<file path="src/rtl/life_controller.sv">
// life_controller: frog lives / death-hold / invulnerability sequencer.
// Tracks remaining lives, sequences the death hold and post-respawn
// invulnerability window, and blinks the heart HUD while invulnerable.
// Optional feature macro: EXTRA_LIFE_EN (bonus pulses award a life,
// saturating at 3). With the macro undefined the bonus port is ignored.
module life_controller #(
  parameter logic [1:0] START_LIVES   = 2'd3,
  parameter int         DEATH_FRAMES  = 60,
  parameter int         INVULN_FRAMES = 120,
  parameter int         BLINK_FRAMES  = 8
) (
  input  logic       clk,
  input  logic       rst_n,
  input  logic       frame_tick,
  input  logic       hit,
  input  logic       new_game,
  input  logic       bonus,
  output logic [1:0] lives,
  output logic       hud_visible,
  output logic       invulnerable,
  output logic       respawn,
  output logic       game_over
);

  localparam logic [1:0] ST_PLAY      = 2'd0;
  localparam logic [1:0] ST_DYING     = 2'd1;
  localparam logic [1:0] ST_INVULN    = 2'd2;
  localparam logic [1:0] ST_GAME_OVER = 2'd3;

  // One shared frame counter serves both timed states, so it is sized
  // for the longer of the two windows.
  localparam int MAX_FRAMES = (DEATH_FRAMES > INVULN_FRAMES) ? DEATH_FRAMES : INVULN_FRAMES;
  localparam int CNT_W      = $clog2(MAX_FRAMES + 1);
  localparam int BLK_W      = $clog2(BLINK_FRAMES + 1);

  localparam logic [CNT_W-1:0] DEATH_LAST  = CNT_W'(DEATH_FRAMES - 1);
  localparam logic [CNT_W-1:0] INVULN_LAST = CNT_W'(INVULN_FRAMES - 1);
  localparam logic [BLK_W-1:0] BLINK_LAST  = BLK_W'(BLINK_FRAMES - 1);

`ifdef EXTRA_LIFE_EN
  localparam logic EXTRA_EN = 1'b1;
`else
  localparam logic EXTRA_EN = 1'b0;
`endif

  logic [1:0]       state_q, state_d;
  logic [1:0]       lives_q, lives_d;
  logic [CNT_W-1:0] frame_cnt_q, frame_cnt_d;
  logic [BLK_W-1:0] blink_cnt_q, blink_cnt_d;
  logic             hud_q, hud_d;
  logic             inv_q, inv_d;
  logic             respawn_q, respawn_d;
  logic             over_q, over_d;
  logic             bonus_en;

  // Lives never wrap past the three-heart HUD.
  function automatic logic [1:0] sat_inc(input logic [1:0] v);
    return (v == 2'd3) ? 2'd3 : v + 2'd1;
  endfunction

  assign bonus_en = bonus & EXTRA_EN;

  // Next-state, counters and registered outputs.
  always_comb begin
    state_d     = state_q;
    lives_d     = lives_q;
    frame_cnt_d = frame_cnt_q;
    blink_cnt_d = blink_cnt_q;
    hud_d       = hud_q;
    inv_d       = inv_q;
    respawn_d   = 1'b0;
    over_d      = over_q;

    if (new_game) begin
      // Restart wins over hit and bonus; the frog respawns invulnerable.
      state_d     = ST_INVULN;
      lives_d     = START_LIVES;
      frame_cnt_d = '0;
      blink_cnt_d = '0;
      hud_d       = 1'b1;
      inv_d       = 1'b1;
      respawn_d   = 1'b1;
      over_d      = 1'b0;
    end else begin
      case (state_q)
        ST_PLAY: begin
          if (hit) begin
            if (bonus_en || lives_q > 2'd1) begin
              // A coincident bonus cancels the lost life.
              lives_d     = bonus_en ? lives_q : lives_q - 2'd1;
              state_d     = ST_DYING;
              frame_cnt_d = '0;
              inv_d       = 1'b1;
            end else begin
              lives_d = 2'd0;
              state_d = ST_GAME_OVER;
              over_d  = 1'b1;
            end
          end else if (bonus_en) begin
            lives_d = sat_inc(lives_q);
          end
        end
        ST_DYING: begin
          if (bonus_en) lives_d = sat_inc(lives_q);
          if (frame_tick) begin
            if (frame_cnt_q == DEATH_LAST) begin
              state_d     = ST_INVULN;
              frame_cnt_d = '0;
              blink_cnt_d = '0;
              hud_d       = 1'b1;
              respawn_d   = 1'b1;
            end else begin
              frame_cnt_d = frame_cnt_q + 1'b1;
            end
          end
        end
        ST_INVULN: begin
          if (bonus_en) lives_d = sat_inc(lives_q);
          if (frame_tick) begin
            if (frame_cnt_q == INVULN_LAST) begin
              state_d     = ST_PLAY;
              frame_cnt_d = '0;
              blink_cnt_d = '0;
              hud_d       = 1'b1;
              inv_d       = 1'b0;
            end else begin
              frame_cnt_d = frame_cnt_q + 1'b1;
              if (blink_cnt_q == BLINK_LAST) begin
                blink_cnt_d = '0;
                hud_d       = ~hud_q;
              end else begin
                blink_cnt_d = blink_cnt_q + 1'b1;
              end
            end
          end
        end
        default: begin
          // Game over: hold until new_game.
        end
      endcase
    end
  end

  // State and output registers; reset aborts any sequence in flight.
  always_ff @(posedge clk or negedge rst_n) begin
    if (!rst_n) begin
      state_q     <= ST_PLAY;
      lives_q     <= START_LIVES;
      frame_cnt_q <= '0;
      blink_cnt_q <= '0;
      hud_q       <= 1'b1;
      inv_q       <= 1'b0;
      respawn_q   <= 1'b0;
      over_q      <= 1'b0;
    end else begin
      state_q     <= state_d;
      lives_q     <= lives_d;
      frame_cnt_q <= frame_cnt_d;
      blink_cnt_q <= blink_cnt_d;
      hud_q       <= hud_d;
      inv_q       <= inv_d;
      respawn_q   <= respawn_d;
      over_q      <= over_d;
    end
  end

  assign lives        = lives_q;
  assign hud_visible  = hud_q;
  assign invulnerable = inv_q;
  assign respawn      = respawn_q;
  assign game_over    = over_q;

endmodule

</file>
<file path="config.mk">
export PLATFORM = sky130hd
export DESIGN_NAME = life_controller
export DESIGN_NICKNAME = d
export VERILOG_FILES = /design/src/rtl/life_controller.sv
export SDC_FILE = /design/constraint.sdc
export NUM_CORES = 1
export LEC_CHECK = 0
export CAP_MARGIN = 20
export CELL_PAD_IN_SITES_DETAIL_PLACEMENT = 2
export CELL_PAD_IN_SITES_GLOBAL_PLACEMENT = 2
export CORE_MARGIN = 5
export CORE_UTILIZATION = 36
export DETAILED_ROUTE_END_ITERATION = 8
export PLACE_DENSITY_LB_ADDON = 0.08
export SETUP_SLACK_MARGIN = 0.4
export SLEW_MARGIN = 30
export SYNTH_ARGS = -nofsm -noshare
export SYNTH_HDL_FRONTEND = slang
export SYNTH_SLANG_ARGS = --single-unit
</file>
<file path="constraint.sdc">
create_clock -name clk -period 2.1 [get_ports clk]
set_clock_uncertainty 0.15 [all_clocks]
set_input_delay 0.63 -clock clk [delete_from_list [all_inputs] [get_ports clk]]
set_output_delay 0.63 -clock clk [all_outputs]
set_load 0.05 [all_outputs]
</file>
Word-level counts from Yosys, hierarchy flattened:

Index checks and enable logic that the tools add are counted.

* bits in registers: 19
* input bits: 6
* output and inout bits: 6

* $add $sub $neg: 3
* $lt $le $gt $ge: 1
* eq/ne operators: 13
* multiplexer cells: 48
* bitwise gates (word level): 1
* reductions and logical operators: 13

Operators with widths (count)
* two-way mux 7 bit: 7
* two-way mux 4 bit: 6
* two-way mux 2 bit: 11
* one-hot mux 7 bit (3 select lines): 1
* two-way mux 1 bit: 19
* inequality test 3 bit, second input constant: 6
* AND reduction 5 bit: 3
* one-hot mux 4 bit (2 select lines): 1
* adder 7 x 1 -> 7 bit, second input constant: 1
* equality test 7 x 6 -> 1 bit, second input constant: 1
* equality test 7 bit, second input constant: 1
* one-hot mux 2 bit (3 select lines): 1
* AND reduction 6 bit: 1
* nonzero test 3 bit: 2
* adder 4 x 1 -> 4 bit, second input constant: 1
* equality test 4 x 3 -> 1 bit, second input constant: 1
* inequality test 4 bit, second input constant: 1
* one-hot mux 1 bit (2 select lines): 2
* AND reduction 4 bit: 1
* nonzero test 2 bit: 2
* nonzero test 4 bit: 1
* AND reduction 3 bit: 1
* equality test 2 x 1 -> 1 bit, second input constant: 1
* equality test 2 bit, second input constant: 1
* 6 further kinds: 6

Logic depth before layout (Yosys ltp):

Gate-level depths: netlist (run 1).

* word-level depth: 6
* gate-level depth with buffers: 7
* gate-level depth less buffers: 6

Least setup slack after synthesis (run 1):

OpenSTA, ideal clock, no wires.

* kind: register to register
* from: register state_q[0]
* to: register frame_cnt_q[4]
* data arrival time: 1.659 ns
* setup slack: 0.165 ns
* cell stages (with the launch flop): 8
* buffers on the path: 1
* period minus slack after synthesis: 1.935 ns
* cells stage by stage: dfrtp_1 inv_1 ha_1 nor2b_1 o32ai_2 buf_6 a2111oi_1 a221o_1

* longest elaborated chain between the ends: 3
* elaborated cells between the ends (all ways): 11

Ends and longest elaborated chain
* start, declared: line 46 `logic [1:0] state_q, state_d;`
* start signal, assigned: line 156 `state_q <= state_d;`
* equality test 2 x 1 -> 1 bit (tied with other cells): line 85 `case (state_q)`
* inequality test 3 bit (no source line) (tied with other cells)
* AND reduction 5 bit (no source line) or two-way mux 7 bit (tied branches)
* end signal, assigned: line 158 `frame_cnt_q <= frame_cnt_d;`
* end, declared: line 48 `logic [CNT_W-1:0] frame_cnt_q, frame_cnt_d;`

Parallel ways exist; a longest one is shown, timed or not.
A chain may end at the register's enable or synchronous reset.

Worst setup path in the final report (run 1):

* from: register state_q[0]
* to: register frame_cnt_q[3]

The elaborated chain is that of the path after synthesis.

==> impl_metrics.yaml, run 1 <==
sta:
  rsz0062_at_grt: "true"
  hold_viol: 0
  tightest_slew_ns: 0.373
  period_share_pct: 96.9
  max_freq_mhz: 491
  fin_crit_ns: 2.03
  hold_slack_ns: 0.431
  relSlewSlack_pct: 75.1
  finalSetupViolations: 0
  drv_slew: 0
final_layout:
  num_antenna_cells: 0
  final_area_sq_um: 1930
  area_growth_pct: 54.3
  num-fill-cells: 324
  nets: 185
  drive_gt1_share_pct: 51.4
setup_path:
  critPathMaxFanout: 5
  arrival_ns: 2.08
  worstRegToRegCells: 7
  rrSetupSlack_ns: 0.07
  r2r_start: "state_q[0]"
  rr_endpoint: "frame_cnt_q[3]"
  worstSetupEndpoint: "frame_cnt_q[3]"
  critPathLaunchType: "register"
  criticalPathCategory: "register to register"
  cp-end-kind: "register"
  crit_start: "state_q[0]"
  crit_required_ns: 2.15
synth:
  synth_top_area_share_pct: 32.0
  syn_nets: 134
  synth_area_leader_cell: "dfrtp_1"
  synthTopCellsByArea: "dfrtp_1 (32%), dfstp_2 (6.3%), ha_1 (5.0%)"
  synth_cell_types: 55
  synth.avg_cell_area_sq_um: 10.2
  synthCells: 123
  ys_warn_count: 0
  yosysSeqAreaShare_pct: 38.3
  synth_area_sq_um: 1250
  synth-seq-cells: 19
global_routing:
  grt_pass1_vias: 1337
  groute.usage.overall_pct: 19.7
  grt_max_degree: 20
  grt_pass1_wl_um: 6950
  met2_usage_pct: 34.5
  grt_use_met3_pct: 2.43
  grt-busiest-layer: "met2"
  grt-ovfl-total: 0
  globalRouteMet1Util_pct: 26.4
  antenna_found_initial: 0
routing:
  ant_nets: 0
  avgViaCountPerCell: 5.71
  detail_route.wl_per_cell_um: 24.5
  route.detailed.drc: 0
  wl_um: 5360
  vias: 1251
  drt-pass1-iter-count: 4
  drt_iter0_drc: 71
floorplan:
  ios: 12
  rows: 21
  start_util_pct: 37.2
  core-area_sq_um: 3360
  die_y_um: 69.0
  die-area_sq_um: 4750
  fp.dieW_um: 69.0
run:
  max-cap-violations: 0
clocking:
  clkTransAtPathRegs_ns: 0.14
  numCtsBuffers: 3
  cts_tree: "yes"
  clk_latency_ns: 0.32
  htree_levels: 1
  clock-sinks: 19
  cts_root_buf: "clkbuf_4"
  holdBufCountCts: 0
  clockBufferDepth: 2
pwr:
  ir_drop_mv: 0.498
  powerDensity_nw_per_um2: 961
  power.leakage_uw: 0.000836
place:
  dpl.hpwl_um: 2710
  io_buffers: 10
  place.gp.congestion: 0.749
  postPlaceCellArea_sq_um: 1550
min_path:
  min_path_type: "register to register"
status:
  status: "completed"
==> worst max-delay path, cell delays in order (launching register included) <==
cell and delay (ns):
dfrtp_1 0.45, inv_2 0.09, ha_4 0.19, and3_4 0.16, o32ai_4 0.38, buf_6 0.17, a2111oi_2 0.04, a221o_1 0.28
==> timing repair <==
| item | 4_1_cts | 5_1_grt |
|---|---|---|
| setup endpoints to repair | 19 | 20 |
| gates cloned | 0 | 0 |
| gates resized for setup | 18 | 18 |
| setup buffers | 18 | 8 |
| pin swaps | 10 | 4 |
==> layer usage <==
metal / vias up / part of all wire, %
li1: 573 / -
met1: 647 / 45
met2: 19 / 51
met3: 12 / 2.2
met4: 0 / 2.1
met5: - / 0
==> flip-flops by register name, summed over array words and instances (netlist names) <==
signal / count
lives: 2
state_q: 2
hud_visible: 1
game_over: 1
invulnerable: 1
frame_cnt_q: 7
blink_cnt_q: 4
respawn: 1
==> synth_stat cells (all sizes together) <==
master,number
nand2,9
o21ai,9
mux2i,1
o22ai,1
nor4,1
a221o,5
mux2,1
a31o,1
nand3,3
a2111o,1
o211ai,1
o31ai,2
nand4,1
and2,3
nor2,8
a211oi,6
a21o,1
nand2b,5
o22a,1
ha,5
nand4b,2
o32ai,3
and4b,1
o2bb2ai,2
buf,1
dfrtp,16
a211o,1
and2b,1
nor3,2
or2,5
dfstp,3
a41o,1
o32a,1
inv,7
a22o,1
nor2b,1
a21oi,3
clkbuf,2
a2111oi,2
and3,2
nor3b,1
==> per-stage QoR <==
step	setup TNS (ns)	util [%]	std cells	power, uW	setup slack [ns]
global route	0	57.4	219	1960	0.00204
finish	0	57.4	219	1860	0.0652
detailed placement	-3.13	46.2	189	1220	-0.316
global placement	-2.59	46.2	189	1170	-0.282
floorplan	0	-	123	989	0.264
CTS	0	52.9	211	1630	0.181
==> layout make-up <==
type	count	area, sq um	share of cell area (%)
Multi-Input combinational cell	94	883	45.8
Sequential cell	19	487	25.2
Timing Repair Buffer	49	449	23.3
Tap cell	46	57.6	2.98
Inverter	7	26.3	1.36
Clock buffer	3	22.5	1.17
Clock inverter	1	5.00	0.259
==> cells by family (layout without fill, tap and decap cells) <==
family | Yosys count | in the layout | synth area share [%]
simple gates | 45 | 45 | 21.7
compound gates | 42 | 42 | 29.6
flops | 19 | 19 | 38.3
buf+inv | 10 | 60 | 3.70
fa+ha+maj | 5 | 5 | 5.00
mux | 2 | 2 | 1.70
==> power by group <==
group | total (uW) | switching [uW] | internal, uW
Sequential | 480 | 58.4 | 422
Clock | 211 | 139 | 71.2
Combinational | 1160 | 601 | 564
==> placed cells by master (no fill, tap or decap), types with 2 or more instances in the layout <==
| cell | netlist | final |
|---|---|---|
| o21ai_0 | 5 | 5 |
| o21ai_4 | 2 | 2 |
| dfstp_2 | 3 | 2 |
| a221o_1 | 5 | 5 |
| nand2_1 | 9 | 8 |
| buf_4 | 0 | 32 |
| buf_6 | 1 | 10 |
| nor3_1 | 2 | 2 |
| buf_12 | 0 | 3 |
| dfrtp_1 | 16 | 13 |
| a211oi_1 | 5 | 5 |
| dfrtp_2 | 0 | 3 |
| inv_1 | 6 | 4 |
| nand2b_1 | 5 | 4 |
| clkbuf_4 | 0 | 3 |
| and2_1 | 2 | 2 |
| o31ai_4 | 0 | 2 |
| a2111oi_2 | 0 | 2 |
| or2_1 | 3 | 3 |
| dlygate4sd2_1 | 0 | 3 |
| o32ai_2 | 1 | 2 |
| ha_4 | 0 | 3 |
| nand3_1 | 3 | 2 |
| nor2_1 | 8 | 7 |
| inv_2 | 1 | 3 |
==> how the worst min path moves through the flow <==
stage,start,end,cells past startpoint
after floorplan,rst_n,blink_cnt_q[0],0
after global placement,game_over,game_over,2
after detailed placement,invulnerable,invulnerable,1
after CTS,invulnerable,invulnerable,1
after global routing,blink_cnt_q[3],blink_cnt_q[3],1
final,blink_cnt_q[3],blink_cnt_q[3],1
(Power assumes the default switching activity.)
==> run 2: changes to the inputs <==
--- a/config.mk
+++ b/config.mk
@@ -5,9 +5,9 @@
 export SDC_FILE = /design/constraint.sdc
 export NUM_CORES = 1
 export LEC_CHECK = 0
-export CAP_MARGIN = 20
 export CELL_PAD_IN_SITES_DETAIL_PLACEMENT = 2
 export CELL_PAD_IN_SITES_GLOBAL_PLACEMENT = 2
+export CORE_ASPECT_RATIO = 0.9
 export CORE_MARGIN = 5
 export CORE_UTILIZATION = 36
 export DETAILED_ROUTE_END_ITERATION = 8
==> impl_metrics.yaml, run 2 <==
synth:
  synthCells: 123
  synthTopCellsByArea: "dfrtp_1 (32%), dfstp_2 (6.3%), ha_1 (5.0%)"
  synth_edf_count: 0
  synth.most_common_cell: "dfrtp_1"
  ys_warn_count: 0
  yosys-top-cells-count: "dfrtp_1 (16), nand2_1 (9), nor2_1 (8)"
  synth.avg_cell_area_sq_um: 10.2
  synth_area_sq_um: 1250
  synth_ff_type: "dfrtp_1"
  synth_top_area_share_pct: 32.0
  syn_nets: 134
  synth_cell_types: 55
  synth_area_leader_cell: "dfrtp_1"
  yosysSeqAreaShare_pct: 38.3
  synth-seq-cells: 19
  async_reset_ff_share_pct: 100
global_routing:
  grt_max_degree: 20
  antenna_found_initial: 0
floorplan:
  die_y_um: 65.9
  ios: 12
  rows: 20
  start_util_pct: 37.3
  fp.dieW_um: 72.1
sta:
  worst-ep-kind: "register input"
  postGrtWorstEndpoint: "frame_cnt_q[1]$_DFFE_PN0P_/D"
place:
  io_buffers: 10
  place.gp.congestion: 0.735
  pre_cts_ws_ns: -0.302
  dpl.hpwl_um: 2730
  postPlaceCellArea_sq_um: 1590
clocking:
  clock-sinks: 19
  htree_levels: 1
  cts_root_buf: "clkbuf_8"
  clockBufferDepth: 2
  numCtsBuffers: 3
  holdBufCountCts: 0
status:
  firstError: "[ERROR DPL-0033] detailed placement checks failed during check placement."
  failing_step: "global routing (5_1_grt)"
  status: "aborted with a tool error"
## run 2: cell counts after synthesis
No cell type changed its count.
## run 2: timing repair
item | 4_1_cts
cloned | 0
pin swaps | 15
gates resized for setup | 29
setup endpoints to repair | 19
buffers inserted | 22
## run 2: stage by stage
stage | cells | TNS [ns] | util [%]
2_1_floorplan | 123 | 0 | -
3_3_place_gp | 190 | -2.66 | 47.3
3_5_place_dp | 190 | -3.17 | 47.3
4_1_cts | 216 | 0 | 57.8
## run 2: cell families after synthesis
family,after synthesis,share of synthesized area [%]
DFF,19,38.3
muxes,2,1.70
buffers and inverters,10,3.70
AOI/OAI and AO/OA,42,29.6
adders and majority gates,5,5.00
and+or+nand+nor,45,21.7
==> run 3: changes to the inputs <==
==> config.mk (replaced) <==
export PLATFORM = sky130hd
export DESIGN_NAME = life_controller
export DESIGN_NICKNAME = d
export VERILOG_FILES = /design/src/rtl/life_controller.sv
export SDC_FILE = /design/constraint.sdc
export NUM_CORES = 1
export LEC_CHECK = 0
export CORE_AREA = 5 5 66 68
export DETAILED_ROUTE_END_ITERATION = 8
export DIE_AREA = 0 0 71 73
export PLACE_DENSITY_LB_ADDON = 0.15
export SLEW_MARGIN = 30
export SYNTH_ARGS = -nofsm -noshare
export SYNTH_HDL_FRONTEND = slang
export SYNTH_SLANG_ARGS = --single-unit
==> impl_metrics.yaml, run 3 (synthesis gave the netlist of run 1 again) <==
sta:
  tightest_slew_ns: 0.335
  finalSetupViolations: 0
  relSlewSlack_pct: 77.5
  drv_slew: 0
  fin_crit_ns: 2.03
  max_freq_mhz: 493
  fin_ws_ns: 0.0698
  hold_viol: 0
  finalSetupTns_ns: 0
  period_share_pct: 96.7
  rsz0062_at_grt: "false"
  hold_slack_ns: 0.350
pwr:
  ir_drop_mv: 0.377
  power.leakage_uw: 0.000682
  powerDensity_nw_per_um2: 902
floorplan:
  ios: 12
  core-area_sq_um: 3800
  die_y_um: 73
  rows: 23
  start_util_pct: 32.9
  die-area_sq_um: 5180
  fp.dieW_um: 71
setup_path:
  crit_chain: "clkdlybuf4s50_1 > and3_4 > o32ai_4 > buf_6 > a211oi_2 > mux2_1"
  crit_required_ns: 2.09
  worst-path-buf-inv: 2
  arrival_ns: 2.02
  cp-end-kind: "register"
  critPathLaunchType: "input pin"
  cp_slowest_cell: "clkdlybuf4s50_1"
  cp_top_family: "buffers and inverters"
  criticalPathCategory: "input pin to register"
  critPathMaxFanout: 5
  slowest_delay_ns: 0.42
global_routing:
  groute.usage.overall_pct: 11.4
  grt-ovfl-total: 0
  antenna_found_initial: 0
  grt_pass1_vias: 1115
  grt_max_degree: 20
  grt_pass1_wl_um: 4810
place:
  dpl.hpwl_um: 2010
  postPlaceCellArea_sq_um: 1510
  place.gp.congestion: 0.740
  pre_cts_ws_ns: -0.306
  io_buffers: 10
routing:
  route.detailed.drc: 0
  vias: 1066
  wl_um: 2800
  drt-pass1-iter-count: 5
  ant_nets: 0
  drt_iter0_drc: 65
  avgViaCountPerCell: 5.38
  detail_route.wl_per_cell_um: 14.1
final_layout:
  layout_commonest_cell: "dfrtp_1"
  largest_reg_flops: 7
  nets: 160
  largestRegisters: "frame_cnt_q: 7 flops, blink_cnt_q: 4 flops"
  mostFrequentLayoutCells: "dfrtp_1 (16), buf_4 (15), nand2_1 (9), nor2_1 (7)"
  drive_gt1_share_pct: 31.8
  num_antenna_cells: 0
  utilization_pct: 42.1
  final_area_sq_um: 1600
  top_register: "frame_cnt_q"
  area_growth_pct: 27.8
min_path:
  min_path_type: "register to register"
clocking:
  clk_latency_ns: 0.26
  post_cts_buffers: 0
  clkTransAtPathRegs_ns: 0.07
  cts_root_buf: "clkbuf_8"
  holdBufCountCts: 0
  numCtsBuffers: 3
  clockBufferDepth: 2
  cts_tree: "yes"
  htree_levels: 1
  clock-sinks: 19
status:
  status: "completed"
run:
  max-cap-violations: 0
[run 3: routing by layer]
metal | share of wire [%] | up-vias | track usage (%)
met1 | 46 | 512 | 14.0
met5 | 0 | - | 0
met3 | 5.7 | 2 | 2.34
li1 | - | 522 | -
met2 | 48 | 30 | 19.8
met4 | 0.36 | 0 | 3.97
[run 3: cell type report]
class,instances,area [sq um]
clock buffers,3,41.3
clock inverters,1,5.00
fillers,385,2200
inverters,7,26.3
multi-input cells,94,757
flip-flops and latches,19,479
well taps,50,62.6
repair buffers,24,228
[run 3: repair_timing]
action / CTS / global route
gates cloned: 0 / 1
pin swaps: 0 / 1
endpoints found under the setup margin: 2 / 4
resized for setup: 3 / 8
[run 3: per-stage QoR]
step / total power [uW] / instances
detailed placement: 1110 / 193
CTS: 1380 / 197
floorplan: 909 / 123
global placement: 1100 / 193
finish: 1440 / 198
global route: 1550 / 198
[run 3: tightest hold or removal path: cells and delay by family (launching register included)]
| kind | cells | cell delay [ns] |
|---|---|---|
| flip-flops | 1 | 0.35 |
| AND/OR/NAND/NOR | 2 | 0.12 |
[run 3: final timing paths]
path | startpoint | end | slack (ns) | cells after the start
max in group asynchronous | rst_n | lives[0] | 0.98 | 2
worst min register to register | game_over | game_over | 0.35 | 2
worst min-delay path | game_over | game_over | 0.35 | 2
min in group asynchronous | rst_n | invulnerable | 0.55 | 2
worst max-delay path | hit | frame_cnt_q[0] | 0.07 | 6
worst max register to register | state_q[0] | frame_cnt_q[0] | 0.11 | 7
[run 3: where the power goes]
group	switching, uW	internal (uW)
registers	47.2	422
clock network	130	132
logic	383	328
==> run 4: changes to the inputs <==
--- a/config.mk
+++ b/config.mk
@@ -5,6 +5,7 @@
 export SDC_FILE = /design/constraint.sdc
 export NUM_CORES = 1
 export LEC_CHECK = 0
+export CAP_MARGIN = 25
 export CORE_AREA = 5 5 66 68
 export DETAILED_ROUTE_END_ITERATION = 8
 export DIE_AREA = 0 0 71 73
@@ -13,3 +14,4 @@
 export SYNTH_ARGS = -nofsm -noshare
 export SYNTH_HDL_FRONTEND = slang
 export SYNTH_SLANG_ARGS = --single-unit
+export TNS_END_PERCENT = 50
==> results of run 4 <==
Final layout, timing and power as in run 3 (identical DEF).
